File: config.mk
export PLATFORM = sky130hd
export DESIGN_NAME = id_ex_stage_reg
export DESIGN_NICKNAME = d
export VERILOG_FILES = /design/src/rtl/id_ex_stage_reg_pkg.sv /design/src/rtl/id_ex_stage_reg_sat_counter.sv /design/src/rtl/id_ex_stage_reg.sv
export SDC_FILE = /design/constraint.sdc
export NUM_CORES = 1
export LEC_CHECK = 0
export CORE_ASPECT_RATIO = 0.5
export CORE_MARGIN = 5
export CORE_UTILIZATION = 30
export DETAILED_ROUTE_END_ITERATION = 12
export GPL_ROUTABILITY_DRIVEN = 0
export HOLD_SLACK_MARGIN = 0.15
export PLACE_DENSITY = 0.59
export SYNTH_ARGS = -nofsm -noshare
export SYNTH_HDL_FRONTEND = slang
export SYNTH_SLANG_ARGS = --single-unit
File: constraint.sdc
create_clock -name clk -period 18.9 [get_ports clk]
set_clock_uncertainty 0.1 [all_clocks]
set_input_delay 3.78 -clock clk [delete_from_list [all_inputs] [get_ports clk]]
set_output_delay 3.78 -clock clk [all_outputs]
set_load 0.005 [all_outputs]
File: src/rtl/id_ex_stage_reg_pkg.sv
// ---------------------------------------------------------------------------
// id_ex_stage_reg_pkg
//
// Shared pipeline definitions used by decode/control and the ID/EX register:
//   - base opcode constants used by the main control decoder
//   - alu_op class encodings handed from control to ALU control
//   - the packed control bundle carried down the pipeline
//   - BUBBLE_CTRL, the all-zero bundle that makes an entry a no-op
// ---------------------------------------------------------------------------
package id_ex_stage_reg_pkg;

    // Base opcodes recognised by the main control decoder
    localparam logic [6:0] OPC_R      = 7'b0110011;
    localparam logic [6:0] OPC_I      = 7'b0010011;
    localparam logic [6:0] OPC_LOAD   = 7'b0000011;
    localparam logic [6:0] OPC_STORE  = 7'b0100011;
    localparam logic [6:0] OPC_BRANCH = 7'b1100011;

    // ALU op class: add for address generation, subtract for branch
    // compare, or decode funct fields
    localparam logic [1:0] ALU_OP_ADD    = 2'b00;
    localparam logic [1:0] ALU_OP_BRANCH = 2'b01;
    localparam logic [1:0] ALU_OP_FUNCT  = 2'b10;

    // Control bundle, most significant field first
    typedef struct packed {
        logic       branch;
        logic       reg_write;
        logic       memto_reg;
        logic       mem_read;
        logic       mem_write;
        logic       alu_src;
        logic [1:0] alu_op;
    } ctrl_t;

    // A bubble carries no side effects: no write-back, no memory access,
    // no branch.
    localparam ctrl_t BUBBLE_CTRL = '0;

endpackage

File: src/rtl/id_ex_stage_reg_sat_counter.sv
// ---------------------------------------------------------------------------
// sat_counter
//
// Event counter that sticks at its maximum value instead of wrapping, so a
// long-running performance counter never reads back as a small number.
//
// Ports:
//   clk    in   rising-edge clock
//   reset  in   asynchronous active-high reset, clears the count
//   inc    in   count one event on this edge
//   count  out  CNT_W-bit saturating event count
// ---------------------------------------------------------------------------
module sat_counter #(
    parameter int CNT_W = 16
) (
    input  logic             clk,
    input  logic             reset,
    input  logic             inc,
    output logic [CNT_W-1:0] count
);

    localparam logic [CNT_W-1:0] CNT_MAX = '1;

    always_ff @(posedge clk or posedge reset) begin
        if (reset) begin
            count <= '0;
        end else if (inc && (count != CNT_MAX)) begin
            count <= count + 1'b1;
        end
    end

endmodule

File: src/rtl/id_ex_stage_reg.sv
// ---------------------------------------------------------------------------
// id_ex_stage_reg
//
// ID/EX pipeline register between decode and execute. Every output is a flop
// output; there is no combinational path from any input to any output.
//
// Edge priority: flush > hold > stall > load.
//   flush : entry becomes a bubble (data/index fields still capture inputs)
//   hold  : every field keeps its value
//   stall : bubble inserted (data/index fields still capture inputs)
//   load  : all fields take the id_* values, ex_valid = 1
//
// Ports:
//   clk, reset                 clock, asynchronous active-high reset
//   stall, flush, hold         hazard / branch / downstream-freeze controls
//   id_pc, id_rdata1/2, id_imm XLEN-bit datapath values from decode
//   id_rs1, id_rs2, id_rd      register indices
//   id_funct                   {instr[30], funct3}
//   id_branch .. id_alu_src    control bits, id_alu_op ALU op class
//   ex_*                       registered copies for execute
//   ID_EX_rs1/rs2/rd           registered indices (rd also fed to hazard unit)
//   ID_EX_MemRead              registered MemRead, fed to hazard unit
//   bubble_count, flush_count  saturating performance event counters
// ---------------------------------------------------------------------------
module id_ex_stage_reg
    import id_ex_stage_reg_pkg::*;
#(
    parameter int XLEN  = 64,
    parameter int CNT_W = 16
) (
    input  logic             clk,
    input  logic             reset,
    input  logic             stall,
    input  logic             flush,
    input  logic             hold,

    input  logic [XLEN-1:0]  id_pc,
    input  logic [XLEN-1:0]  id_rdata1,
    input  logic [XLEN-1:0]  id_rdata2,
    input  logic [XLEN-1:0]  id_imm,
    input  logic [4:0]       id_rs1,
    input  logic [4:0]       id_rs2,
    input  logic [4:0]       id_rd,
    input  logic [3:0]       id_funct,
    input  logic             id_branch,
    input  logic             id_RegWrite,
    input  logic             id_MemtoReg,
    input  logic             id_MemRead,
    input  logic             id_MemWrite,
    input  logic             id_alu_src,
    input  logic [1:0]       id_alu_op,

    output logic             ex_valid,
    output logic [XLEN-1:0]  ex_pc,
    output logic [XLEN-1:0]  ex_rdata1,
    output logic [XLEN-1:0]  ex_rdata2,
    output logic [XLEN-1:0]  ex_imm,
    output logic [4:0]       ID_EX_rs1,
    output logic [4:0]       ID_EX_rs2,
    output logic [4:0]       ID_EX_rd,
    output logic [3:0]       ex_funct,
    output logic             ex_branch,
    output logic             ex_RegWrite,
    output logic             ex_MemtoReg,
    output logic             ID_EX_MemRead,
    output logic             ex_MemWrite,
    output logic             ex_alu_src,
    output logic [1:0]       ex_alu_op,
    output logic [CNT_W-1:0] bubble_count,
    output logic [CNT_W-1:0] flush_count
);

    ctrl_t            id_ctrl;
    ctrl_t            ctrl_p0;
    logic             vld_p0;
    logic [XLEN-1:0]  pc_p0;
    logic [XLEN-1:0]  rdata1_p0;
    logic [XLEN-1:0]  rdata2_p0;
    logic [XLEN-1:0]  imm_p0;
    logic [4:0]       rs1_p0;
    logic [4:0]       rs2_p0;
    logic [4:0]       rd_p0;
    logic [3:0]       funct_p0;

    logic             capture;
    logic             make_bubble;
    logic             bubble_inc;
    logic             flush_inc;

    assign id_ctrl = {id_branch, id_RegWrite, id_MemtoReg, id_MemRead,
                      id_MemWrite, id_alu_src, id_alu_op};

    // Flush wins over hold, so a held entry can still be killed.
    assign capture     = flush | ~hold;
    // Once capturing, either flush or stall turns the new entry into a no-op.
    assign make_bubble = flush | stall;

    // A stall that is masked by hold or flush does not produce a bubble.
    assign bubble_inc = stall & ~flush & ~hold;
    // Only killing a real instruction counts as a flush event.
    assign flush_inc  = flush & vld_p0;

    // ---- ID -> EX boundary ----
    always_ff @(posedge clk or posedge reset) begin
        if (reset) begin
            vld_p0    <= 1'b0;
            ctrl_p0   <= BUBBLE_CTRL;
            pc_p0     <= '0;
            rdata1_p0 <= '0;
            rdata2_p0 <= '0;
            imm_p0    <= '0;
            rs1_p0    <= '0;
            rs2_p0    <= '0;
            rd_p0     <= '0;
            funct_p0  <= '0;
        end else if (capture) begin
            pc_p0     <= id_pc;
            rdata1_p0 <= id_rdata1;
            rdata2_p0 <= id_rdata2;
            imm_p0    <= id_imm;
            rs1_p0    <= id_rs1;
            rs2_p0    <= id_rs2;
            funct_p0  <= id_funct;
            if (make_bubble) begin
                // rd is zeroed with the controls so a bubble can never
                // match a source index in the hazard unit.
                vld_p0  <= 1'b0;
                ctrl_p0 <= BUBBLE_CTRL;
                rd_p0   <= '0;
            end else begin
                vld_p0  <= 1'b1;
                ctrl_p0 <= id_ctrl;
                rd_p0   <= id_rd;
            end
        end
    end

    sat_counter #(.CNT_W(CNT_W)) u_bubble_cnt (
        .clk   (clk),
        .reset (reset),
        .inc   (bubble_inc),
        .count (bubble_count)
    );

    sat_counter #(.CNT_W(CNT_W)) u_flush_cnt (
        .clk   (clk),
        .reset (reset),
        .inc   (flush_inc),
        .count (flush_count)
    );

    assign ex_valid      = vld_p0;
    assign ex_pc         = pc_p0;
    assign ex_rdata1     = rdata1_p0;
    assign ex_rdata2     = rdata2_p0;
    assign ex_imm        = imm_p0;
    assign ID_EX_rs1     = rs1_p0;
    assign ID_EX_rs2     = rs2_p0;
    assign ID_EX_rd      = rd_p0;
    assign ex_funct      = funct_p0;
    assign ex_branch     = ctrl_p0.branch;
    assign ex_RegWrite   = ctrl_p0.reg_write;
    assign ex_MemtoReg   = ctrl_p0.memto_reg;
    assign ID_EX_MemRead = ctrl_p0.mem_read;
    assign ex_MemWrite   = ctrl_p0.mem_write;
    assign ex_alu_src    = ctrl_p0.alu_src;
    assign ex_alu_op     = ctrl_p0.alu_op;

endmodule

==> metrics.md <==
| Metric | Value |
|---|---|
| CP Launch Type | `primary input` |
| Post-CTS Setup Bufs | `0` |
| Per-instance average area after synthesis | `9.20 sq um` |
| Fillers | `3831` |
| R2R Setup Slk | `16950 ps` |
| Sw power | `446 uW` |
| Period utilisation layout | `35.8%` |
| DIE AREA | `0.0449 sq mm` |
| Share of cells above drive strength 1 | `3.80%` |
| Initial antenna violation count | `3` |
| Register area share after synthesis | `65.1%` |
| Synthesized cell area | `0.0121 sq mm` |
| DRC | `0` |
| Max Clk Rate | `0.148 GHz` |
| Least-Margin Pin Slew | `1040 ps` |
| Status | `completed` |
| Worst-path maximum fanout | `87` |
| Endpoint class of the critical path | `register` |
| Global-route usage over all layers | `20.8%` |
| Unrepaired setup endpoints after global routing | `no` |
| Slew headroom | `30.5%` |
| Combinational cell fraction of total power | `18.0%` |
| H-tree lvl count | `2` |
| Final hold vios | `0` |
| Clock Sinks | `316` |
| Number of cell rows | `52` |
| Via density | `4.35` |
| Post-synth top area share | `65.1%` |
| Synth Net Count | `1610` |
| CTS clock-pin slew for the worst setup and hold paths | `60 ps` |
| Post-Route WL | `48700 microns` |
| Kind of critical path | `primary input to register` |
| Vias in the first global route | `10500` |
| GRT Residual Overflow | `0` |
| Sequential power share | `44.8%` |
| YS warnings | `0` |
| Required @ worst endpoint | `19240 ps` |
| Synth-to-Final Area Change | `62.4%` |
| Global-route wire length before repair | `71400 microns` |
| Metal3 WL | `2130 microns` |
| Tightest Hold Check Type | `register to register` |
| Routed Antenna Nets | `0` |
| First-pass iteration count of the detailed router | `5` |
| Top layer in use | `met5` |
| EDFF count, synth | `0` |
| Most frequent cell after synthesis | `nand2_1` |
| CTS resizes | `0` |
| Nets | `2192` |
| Final number of setup-violating endpoints | `0` |
| Io pins | `604` |
| Routed metal-1 wirelength | `19500 microns` |
| CTS tree | `done` |
| CTS Hold Bufs | `0` |
| Yosys reg bits | `316` |
| Dominant cell type by area after synthesis | `dfrtp_1` |
| Width of the chip | `295 microns` |
| Die height | `152 microns` |
| Hold slack | `360 ps` |
| Clock share of power | `37.2%` |
| CTS root buf | `clkbuf_16` |
| Initial Utilization | `30.2%` |
| Pwr per Cell Area | `87.9 mW/mm^2` |
| Worst vdd ir | `0.0485 mV` |
| DP HPWL | `36300 microns` |
| CTS buffer count | `34` |
| Routed length per instance | `19.8 microns` |
| Cells after Synth | `1320` |
| Ys flop type | `dfrtp_1` |
| Dominant cells by area after synthesis | `dfrtp_1 65%, nand2_1 25%, xnor2_1 1.4%` |
| Critical Path AT | `7110 ps` |
| Sw frac | `25.7%` |
| Post-synth top cells | `819 x nand2_1, 316 x dfrtp_1, 44 x clkbuf_1, 19 x xnor2_1, 18 x buf_2` |
| Yosys cell types | `38` |
| Pins Over Slew Limit | `0` |
| Via Count | `10700` |
| Largest net degree at the start of global routing | `139` |
| Setup TNS | `0 ps` |
| Initial DRC count | `648` |
| Clock Latency Late Sink | `510 ps` |
| Port bufs | `603` |
| Max Cap Viol | `0` |
| DR WL met2 | `26000 microns` |
| Asr flop ratio synth | `100%` |
| CORE AREA | `0.0402 sq mm` |
| Leak pwr | `9.39 nW` |
| Tmin final | `6770 ps` |
| P_int | `1.29 mW` |
| Clk buf depth | `3` |
-- layer usage --
layer	GRT usage, %	vias to the layer above
li1	-	5259
met1	25.3	5196
met2	38.0	200
met3	4.46	68
met4	4.73	4
met5	0	-
-- final cells by class --
cell class / instances / area, sq um / area share, %
Sequential cell: 316 / 7910 / 40.1
Timing Repair Buffer: 612 / 6100 / 30.9
Multi-Input combinational cell: 935 / 3980 / 20.2
Clock buffer: 47 / 961 / 4.87
Tap cell: 540 / 676 / 3.42
Clock inverter: 10 / 81.3 / 0.412
Inverter: 3 / 18.8 / 0.0951
Antenna cell: 1 / 2.50 / 0.0127
-- registers in the layout (all words and copies together) (netlist names), 2 cells and up --
name,count
ex_alu_op,2
ID_EX_rs1,5
ex_pc,64
ex_rdata2,64
ex_imm,64
ex_rdata1,64
u_flush_cnt.count,16
u_bubble_cnt.count,16
ex_funct,4
ID_EX_rs2,5
ID_EX_rd,5
-- worst max-delay path, stage by stage --
cell and delay (ps):
clkdlybuf4s50_1 610, nor2b_4 700, buf_4 810, buf_4 780, nand2_1 130, nand2_1 100
-- power by group through the flow --
stage	registers, mW	logic (mW)	clock network [mW]
6_report	0.777	0.311	0.646
5_1_grt	0.785	0.335	0.694
4_1_cts	0.777	0.319	0.669
3_5_place_dp	0.788	0.317	0
3_3_place_gp	0.787	0.315	0
2_1_floorplan	0.789	0.0844	0
-- final timing paths --
path | start | endpoint | depth (start not counted)
min in group asynchronous | reset | ex_pc[16] | 2
setup reg to reg | u_flush_cnt.count[0] | u_flush_cnt.count[1] | 5
max in group asynchronous | reset | ex_rdata1[38] | 4
hold reg to reg | ex_rdata1[48] | ex_rdata1[48] | 2
setup / recovery | hold | ex_pc[14] | 6
hold / removal | ex_rdata1[48] | ex_rdata1[48] | 2
-- per-stage QoR --
step	worst slack [ps]	instance area (sq um)	utilization (%)	std cells	power (mW)
finish	12130	19700	49.1	2464	1.73
global placement	11690	18700	46.5	2406	1.10
detailed placement	11630	18700	46.5	2406	1.11
global route	11980	19700	49.1	2464	1.81
floorplan	6280	12100	-	1320	0.874
CTS	12160	19700	49.1	2463	1.76
-- logic make-up (layout without fill, tap and decap cells) --
family | after synthesis | after routing | share of synthesized area, %
compound gates | 23 | 23 | 1.44
xor+xnor | 26 | 26 | 1.87
fa+ha+maj | 2 | 2 | 0.206
buf+inv | 69 | 672 | 2.32
flops | 316 | 316 | 65.1
mux | 3 | 3 | 0.309
other cells | 0 | 1 | 0
simple gates | 881 | 881 | 28.8
-- layout by cell type, fill, tap and decap left out, types with 2 or more instances in the layout --
cell type / netlist / final
xnor2_1: 19 / 19
a31oi_1: 2 / 2
ha_1: 2 / 2
buf_4: 0 / 9
and3_1: 5 / 5
clkbuf_1: 44 / 8
nor2_1: 6 / 6
a21oi_1: 2 / 2
nor3_2: 2 / 3
nand4_1: 16 / 16
xor2_1: 7 / 7
nor4_2: 3 / 3
nand3_1: 13 / 13
clkdlybuf4s50_1: 0 / 603
inv_1: 3 / 2
or3_1: 2 / 2
nor3_1: 3 / 2
clkbuf_8: 0 / 4
dfrtp_1: 316 / 316
o21ai_0: 2 / 2
clkbuf_16: 0 / 35
nand2_1: 819 / 819
and4_1: 3 / 3
a22o_1: 13 / 13
clkinv_2: 0 / 7
(Power assumes the default switching activity.)
